[src/rtl/reset_ctrl.sv]
// reset_ctrl: staged reset generator.
//   Takes the board reset RST_n, a raw push-button (btn_n) and an optional
//   watchdog, and produces two active-low resets. periph_rst_n is released
//   first and core_rst_n STAGE_DLY cycles later. Both stay low for at least
//   PULSE_LEN cycles after any reset source. rst_cause records the last source.
//
// Optional feature macro: RST_CTRL_WDOG_EN. When it is defined, the watchdog
// counter and its request are built. When it is undefined, wdog_kick is
// ignored and no watchdog reset can occur.
//
// Ports:
//   clk           in   system clock (posedge)
//   RST_n         in   board reset, asynchronous, active-low
//   btn_n         in   raw push-button, asynchronous, active-low
//   wdog_kick     in   synchronous watchdog restart strobe
//   clr_cause     in   synchronous strobe clearing rst_cause
//   periph_rst_n  out  peripheral reset, active-low, registered
//   core_rst_n    out  core reset, active-low, registered
//   rst_cause     out  00 none, 01 RST_n, 10 button, 11 watchdog
module reset_ctrl #(
  parameter int DEB_CNT   = 16,
  parameter int PULSE_LEN = 8,
  parameter int STAGE_DLY = 4,
  parameter int WDOG_LEN  = 1024
) (
  input  logic       clk,
  input  logic       RST_n,
  input  logic       btn_n,
  input  logic       wdog_kick,
  input  logic       clr_cause,
  output logic       periph_rst_n,
  output logic       core_rst_n,
  output logic [1:0] rst_cause
);

  localparam int SEQ_MAX = (PULSE_LEN > STAGE_DLY) ? PULSE_LEN : STAGE_DLY;
  localparam int SEQ_W   = (SEQ_MAX > 1) ? $clog2(SEQ_MAX) : 1;
  localparam int DEB_W   = (DEB_CNT > 1) ? $clog2(DEB_CNT) : 1;

  localparam logic [SEQ_W-1:0] PULSE_LAST = SEQ_W'(PULSE_LEN - 1);
  localparam logic [SEQ_W-1:0] STAGE_LAST = SEQ_W'(STAGE_DLY - 1);
  localparam logic [DEB_W-1:0] DEB_LAST   = DEB_W'(DEB_CNT - 1);

  typedef enum logic [1:0] {
    ST_ASSERT = 2'b00,
    ST_HOLD   = 2'b01,
    ST_REL    = 2'b10,
    ST_RUN    = 2'b11
  } state_t;

  state_t           state_r;
  logic [SEQ_W-1:0] cnt_r;
  logic             sync_q1_r;
  logic             sync_q2_r;
  logic             btn_q1_r;
  logic             btn_q2_r;
  logic [DEB_W-1:0] deb_cnt_r;
  logic             armed_r;
  logic             btn_req_r;
  logic             wdog_req_s;
  logic             req_s;
  logic [1:0]       req_cause_s;

  // RST_n release synchronizer; deassertion reaches the FSM two edges later
  always_ff @(posedge clk or negedge RST_n) begin
    if (!RST_n) begin
      sync_q1_r <= 1'b0;
      sync_q2_r <= 1'b0;
    end else begin
      sync_q1_r <= 1'b1;
      sync_q2_r <= sync_q1_r;
    end
  end

  // Push-button synchronizer (idle level is high)
  always_ff @(posedge clk or negedge RST_n) begin
    if (!RST_n) begin
      btn_q1_r <= 1'b1;
      btn_q2_r <= 1'b1;
    end else begin
      btn_q1_r <= btn_n;
      btn_q2_r <= btn_q1_r;
    end
  end

  // Debouncer: armed it counts low samples and fires once; disarmed it waits
  // for an equally long stable high before accepting another press
  always_ff @(posedge clk or negedge RST_n) begin
    if (!RST_n) begin
      deb_cnt_r <= '0;
      armed_r   <= 1'b1;
      btn_req_r <= 1'b0;
    end else begin
      btn_req_r <= 1'b0;
      if (armed_r) begin
        if (!btn_q2_r) begin
          if (deb_cnt_r == DEB_LAST) begin
            btn_req_r <= 1'b1;
            armed_r   <= 1'b0;
            deb_cnt_r <= '0;
          end else begin
            deb_cnt_r <= deb_cnt_r + DEB_W'(1);
          end
        end else begin
          deb_cnt_r <= '0;
        end
      end else begin
        if (btn_q2_r) begin
          if (deb_cnt_r == DEB_LAST) begin
            armed_r   <= 1'b1;
            deb_cnt_r <= '0;
          end else begin
            deb_cnt_r <= deb_cnt_r + DEB_W'(1);
          end
        end else begin
          deb_cnt_r <= '0;
        end
      end
    end
  end

`ifdef RST_CTRL_WDOG_EN
  localparam int WD_W = (WDOG_LEN > 1) ? $clog2(WDOG_LEN) : 1;
  localparam logic [WD_W-1:0] WD_LAST = WD_W'(WDOG_LEN - 1);

  logic [WD_W-1:0] wdog_cnt_r;

  // Watchdog counter: runs only in RUN; a kick or the terminal count clears it
  always_ff @(posedge clk or negedge RST_n) begin
    if (!RST_n) begin
      wdog_cnt_r <= '0;
    end else if ((state_r != ST_RUN) || wdog_kick || wdog_req_s) begin
      wdog_cnt_r <= '0;
    end else begin
      wdog_cnt_r <= wdog_cnt_r + WD_W'(1);
    end
  end

  // Watchdog request at terminal count; a same-cycle kick suppresses it
  always_comb begin
    wdog_req_s = 1'b0;
    if ((state_r == ST_RUN) && !wdog_kick && (wdog_cnt_r == WD_LAST)) begin
      wdog_req_s = 1'b1;
    end else begin
      wdog_req_s = 1'b0;
    end
  end
`else
  logic unused_wdog_s;
  assign unused_wdog_s = wdog_kick & (WDOG_LEN > 0);
  assign wdog_req_s    = 1'b0;
`endif

  // Merge reset requests; the button wins the cause code when both fire
  always_comb begin
    req_s       = btn_req_r | wdog_req_s;
    req_cause_s = 2'b00;
    if (btn_req_r) begin
      req_cause_s = 2'b10;
    end else if (wdog_req_s) begin
      req_cause_s = 2'b11;
    end else begin
      req_cause_s = 2'b00;
    end
  end

  // Reset sequencer with registered reset outputs and cause register
  always_ff @(posedge clk or negedge RST_n) begin
    if (!RST_n) begin
      state_r      <= ST_ASSERT;
      cnt_r        <= '0;
      periph_rst_n <= 1'b0;
      core_rst_n   <= 1'b0;
      rst_cause    <= 2'b01;
    end else if (req_s && (state_r != ST_ASSERT)) begin
      // A request restarts the pulse from any post-ASSERT state
      state_r      <= ST_HOLD;
      cnt_r        <= '0;
      periph_rst_n <= 1'b0;
      core_rst_n   <= 1'b0;
      rst_cause    <= req_cause_s;
    end else begin
      if (clr_cause) begin
        rst_cause <= 2'b00;
      end
      case (state_r)
        ST_ASSERT: begin
          periph_rst_n <= 1'b0;
          core_rst_n   <= 1'b0;
          cnt_r        <= '0;
          if (sync_q2_r) begin
            state_r <= ST_HOLD;
          end
        end
        ST_HOLD: begin
          if (cnt_r == PULSE_LAST) begin
            state_r      <= ST_REL;
            cnt_r        <= '0;
            periph_rst_n <= 1'b1;
          end else begin
            cnt_r <= cnt_r + SEQ_W'(1);
          end
        end
        ST_REL: begin
          if (cnt_r == STAGE_LAST) begin
            state_r    <= ST_RUN;
            cnt_r      <= '0;
            core_rst_n <= 1'b1;
          end else begin
            cnt_r <= cnt_r + SEQ_W'(1);
          end
        end
        ST_RUN: begin
          cnt_r <= '0;
        end
        default: begin
          state_r      <= ST_ASSERT;
          cnt_r        <= '0;
          periph_rst_n <= 1'b0;
          core_rst_n   <= 1'b0;
        end
      endcase
    end
  end

endmodule

[config.mk]
export PLATFORM = sky130hd
export DESIGN_NAME = reset_ctrl
export DESIGN_NICKNAME = d
export VERILOG_FILES = /design/src/rtl/reset_ctrl.sv
export SDC_FILE = /design/constraint.sdc
export NUM_CORES = 1
export LEC_CHECK = 0
export ABC_CLOCK_PERIOD_IN_PS = 1950
export CORE_MARGIN = 4
export CORE_UTILIZATION = 53
export CTS_BUF_LIST = sky130_fd_sc_hd__clkbuf_8 sky130_fd_sc_hd__clkbuf_16
export DETAILED_ROUTE_END_ITERATION = 7
export PLACE_DENSITY_LB_ADDON = 0.2
export SETUP_SLACK_MARGIN = 0.5
export SYNTH_ARGS = -nofsm -noshare
export SYNTH_HDL_FRONTEND = slang
export SYNTH_SLANG_ARGS = --single-unit
[constraint.sdc]
create_clock -name clk -period 1.95 [get_ports clk]
set_clock_uncertainty 0.15 [all_clocks]
set_input_delay 0.195 -clock clk [delete_from_list [all_inputs] [get_ports clk]]
set_output_delay 0.195 -clock clk [all_outputs]
set_load 0.005 [all_outputs]
==> metrics.txt <==
Final period util 84.7%; chip height a little under 50 µm; Fillers 102; routed len/inst 15.0 µm; initial antenna violation count 0; CTS hold repair buffers 0; Routed WL 1750 µm; mux share of post-synthesis cell area between 6 and 7%; synthesized instance count 78; Cell Pwr Density 1250 nW/µm²; routed vias/inst 5.50; setup total negative slack 0 ns; Clock Latency Late Sink 0.25 ns; WHS 0.126 ns; synth warn 0; Crit Path Class reg2reg; met3 wire len between 40 and 50 µm; Congestion Overflow GR 0; CP max-delay cell dfrtp_2; die area 2410 µm²; Critical Path End Type flip-flop; Die W 49.1 µm; Avg Cell Area, Syn 11.5 µm²; Via Count 638; Rows 14; final slew viol count 0; Arrival @ worst endpoint roughly 1.6 ns; critical path, cell by cell inv_4 -> ha_4 -> nand2b_4 -> o21ai_2 -> o221ai_2 -> mux2_4; Synth Area in XOR/XNOR 1.96%; wl on met1 725 µm; largest family of logic cells by synthesized area simple AND/OR/NAND/NOR gates; final setup violation count 0; Post-Synthesis Cell Area 896 µm²; HP Class in2async; total track usage between 10% and 20%; first-pass GRT wire length 2960 µm; startpoint types flip-flop; total CTS buffers 3; met2 wire length 944 µm; syn_nets 91; #FFs+latches synth 19; post-layout min period 1.65 ns; Crit path required time 1.94 ns; nets 114; Ports 9; crit path max fanout 5; DRC viols 0; Post-Synth Adder-Cell Area between 10 and 15%; Lkg Pwr 0.000567 µW; DPL Wire Length around 1000 µm; Final Hold Fails 0; RSZ-0062 raised after global routing true; Worst path max stage delay 0.46 ns; area delta synth->final 34.4%; share of the synthesized area in the top cell type between 40% and 50%; RePlAce Congestion approximately 0.77; CORE AREA 1560 µm²; pin count of the biggest net entering global routing 20; clk sinks 19; CTS H-tree depth 1; area fraction in compound gates after synthesis 8.80%; Worst IR Drop VDD between 0.9 and 1 mV; status finished clean; clock root cell clkbuf_8; count of different cell masters after synthesis 26; IO buf count 7; number of routed nets with antenna violations 0; TritonCTS clock tree yes; Area contributors post-synth dfrtp_1 42%, dfstp_2 12%, ha_1 11%; Worst-path clk slew 0.07 ns; post-synth top area cell dfrtp_1; Ant. Diodes 0; layout cells sized above 1 41.0%; Pre-antenna DRT Iters 4; fmax 0.605 GHz; vias in the first global route 642; Simple-Gate Fraction of Synth Area 14.7%; Initial Util 57.5%; max layer used met4; Starting DRT DRC Count 4; sequential share of the synthesized area 53.6%; max_cap viols 0; clock tree buffer depth 2
-- stage by stage --
step	power (µW)	std cells	area (µm²)	setup WS (ns)	util, %
after floorplan	841	78	907	0.269	-
after global placement	926	102	1000	0.165	64.4
after detailed placement	940	102	1000	0.157	64.4
after CTS	1360	113	1130	0.343	72.6
after global routing	1620	116	1200	0.240	77.2
final	1500	116	1200	0.298	77.2
-- logic make-up (layout without fill, tap and decap cells) --
logic type / count (synthesis) / in the layout
AND/OR/NAND/NOR: 24 / 24
flip-flops: 19 / 19
AO/OA/AOI/OAI: 12 / 12
adder cells (fa/ha/maj): 8 / 8
buffers and inverters: 7 / 29
multiplexers: 5 / 5
XOR/XNOR: 2 / 2
other: 1 / 1
-- cell usage after synthesis --
| master | instances |
|---|---|
| nand2b_1 | 1 |
| nor2_1 | 3 |
| ha_1 | 8 |
| nand2b_2 | 1 |
| o211ai_1 | 1 |
| dfstp_2 | 4 |
| a31oi_1 | 2 |
| nand4b_1 | 1 |
| mux2i_1 | 2 |
| nor3b_1 | 3 |
| nor4_1 | 1 |
| mux2_4 | 1 |
| a21oi_1 | 4 |
| and3_2 | 1 |
| conb_1 | 1 |
| o221ai_2 | 1 |
| nand2_1 | 9 |
| nor2b_1 | 2 |
| nor4b_1 | 1 |
| inv_1 | 7 |
| nand3_1 | 1 |
| dfrtp_1 | 15 |
| xnor2_1 | 2 |
| mux2_2 | 2 |
| o21ai_0 | 3 |
| a21oi_2 | 1 |
-- critical path, delay by kind of cell (launching register included) --
family	cells	cell delay, ns
flops	1	0.46
mux	1	0.32
compound gates	2	0.24
fa+ha+maj	1	0.15
simple gates	1	0.13
buf+inv	1	0.09
-- routing by layer --
layer,vias to the layer above,global-route usage [%]
met5,-,0
met4,0,8.53
met3,4,4.28
met2,11,26.3
met1,312,19.3
li1,311,-
-- state kept, by name (all words and copies together) (netlist names), 2 cells and up, named ones only --
name,cells
deb_cnt_r,4
cnt_r,3
rst_cause,2
state_r,2
-- final cells by class --
class,count,area (µm²),share of cell area [%]
multi-input cells,52,473,39.3
inverters,7,28.8,2.39
flip-flops and latches,19,482,40.0
clock buffers,3,41.3,3.43
repair buffers,18,155,12.9
well taps,16,20.0,1.66
clock inverters,1,3.75,0.312
-- path summary, 6_finish.rpt --
kind / to / depth (start not counted) / slack [ns] / startpoint
max in group asynchronous: rst_cause[0]$_DFFE_PN1P_ / 2 / 1.27 / RST_n
setup reg to reg: state_r[0]$_DFFE_PN0P_ / 6 / 0.30 / state_r[0]$_DFFE_PN0P_
min in group clk: btn_q1_r$_DFF_PN1_ / 1 / 0.20 / btn_n
hold reg to reg: sync_q2_r$_DFF_PN0_ / 0 / 0.21 / sync_q1_r$_DFF_PN0_
setup / recovery: state_r[0]$_DFFE_PN0P_ / 6 / 0.30 / state_r[0]$_DFFE_PN0P_
hold / removal: rst_cause[1]$_DFFE_PN0P_ / 2 / 0.13 / RST_n
-- timing repair --
item | 4_1_cts | 5_1_grt
endpoints found under the setup margin | 8 | 9
setup buffers | 7 | 3
pin swaps | 1 | 3
gates cloned | 0 | 0
gates resized for setup | 10 | 12
-- cells in the final DEF (no fill, tap or decap), types with 4 or more instances in the layout --
cell     instances
nand2_1          8
dfstp_2          4
dfrtp_1         14
buf_4           11
inv_1            5
-- report_power, final --
group	internal (µW)	switching [µW]
logic	393	326
registers	459	61.5
clock network	140	121
total	992	509
No activity file was read; power rests on OpenSTA's default activity.
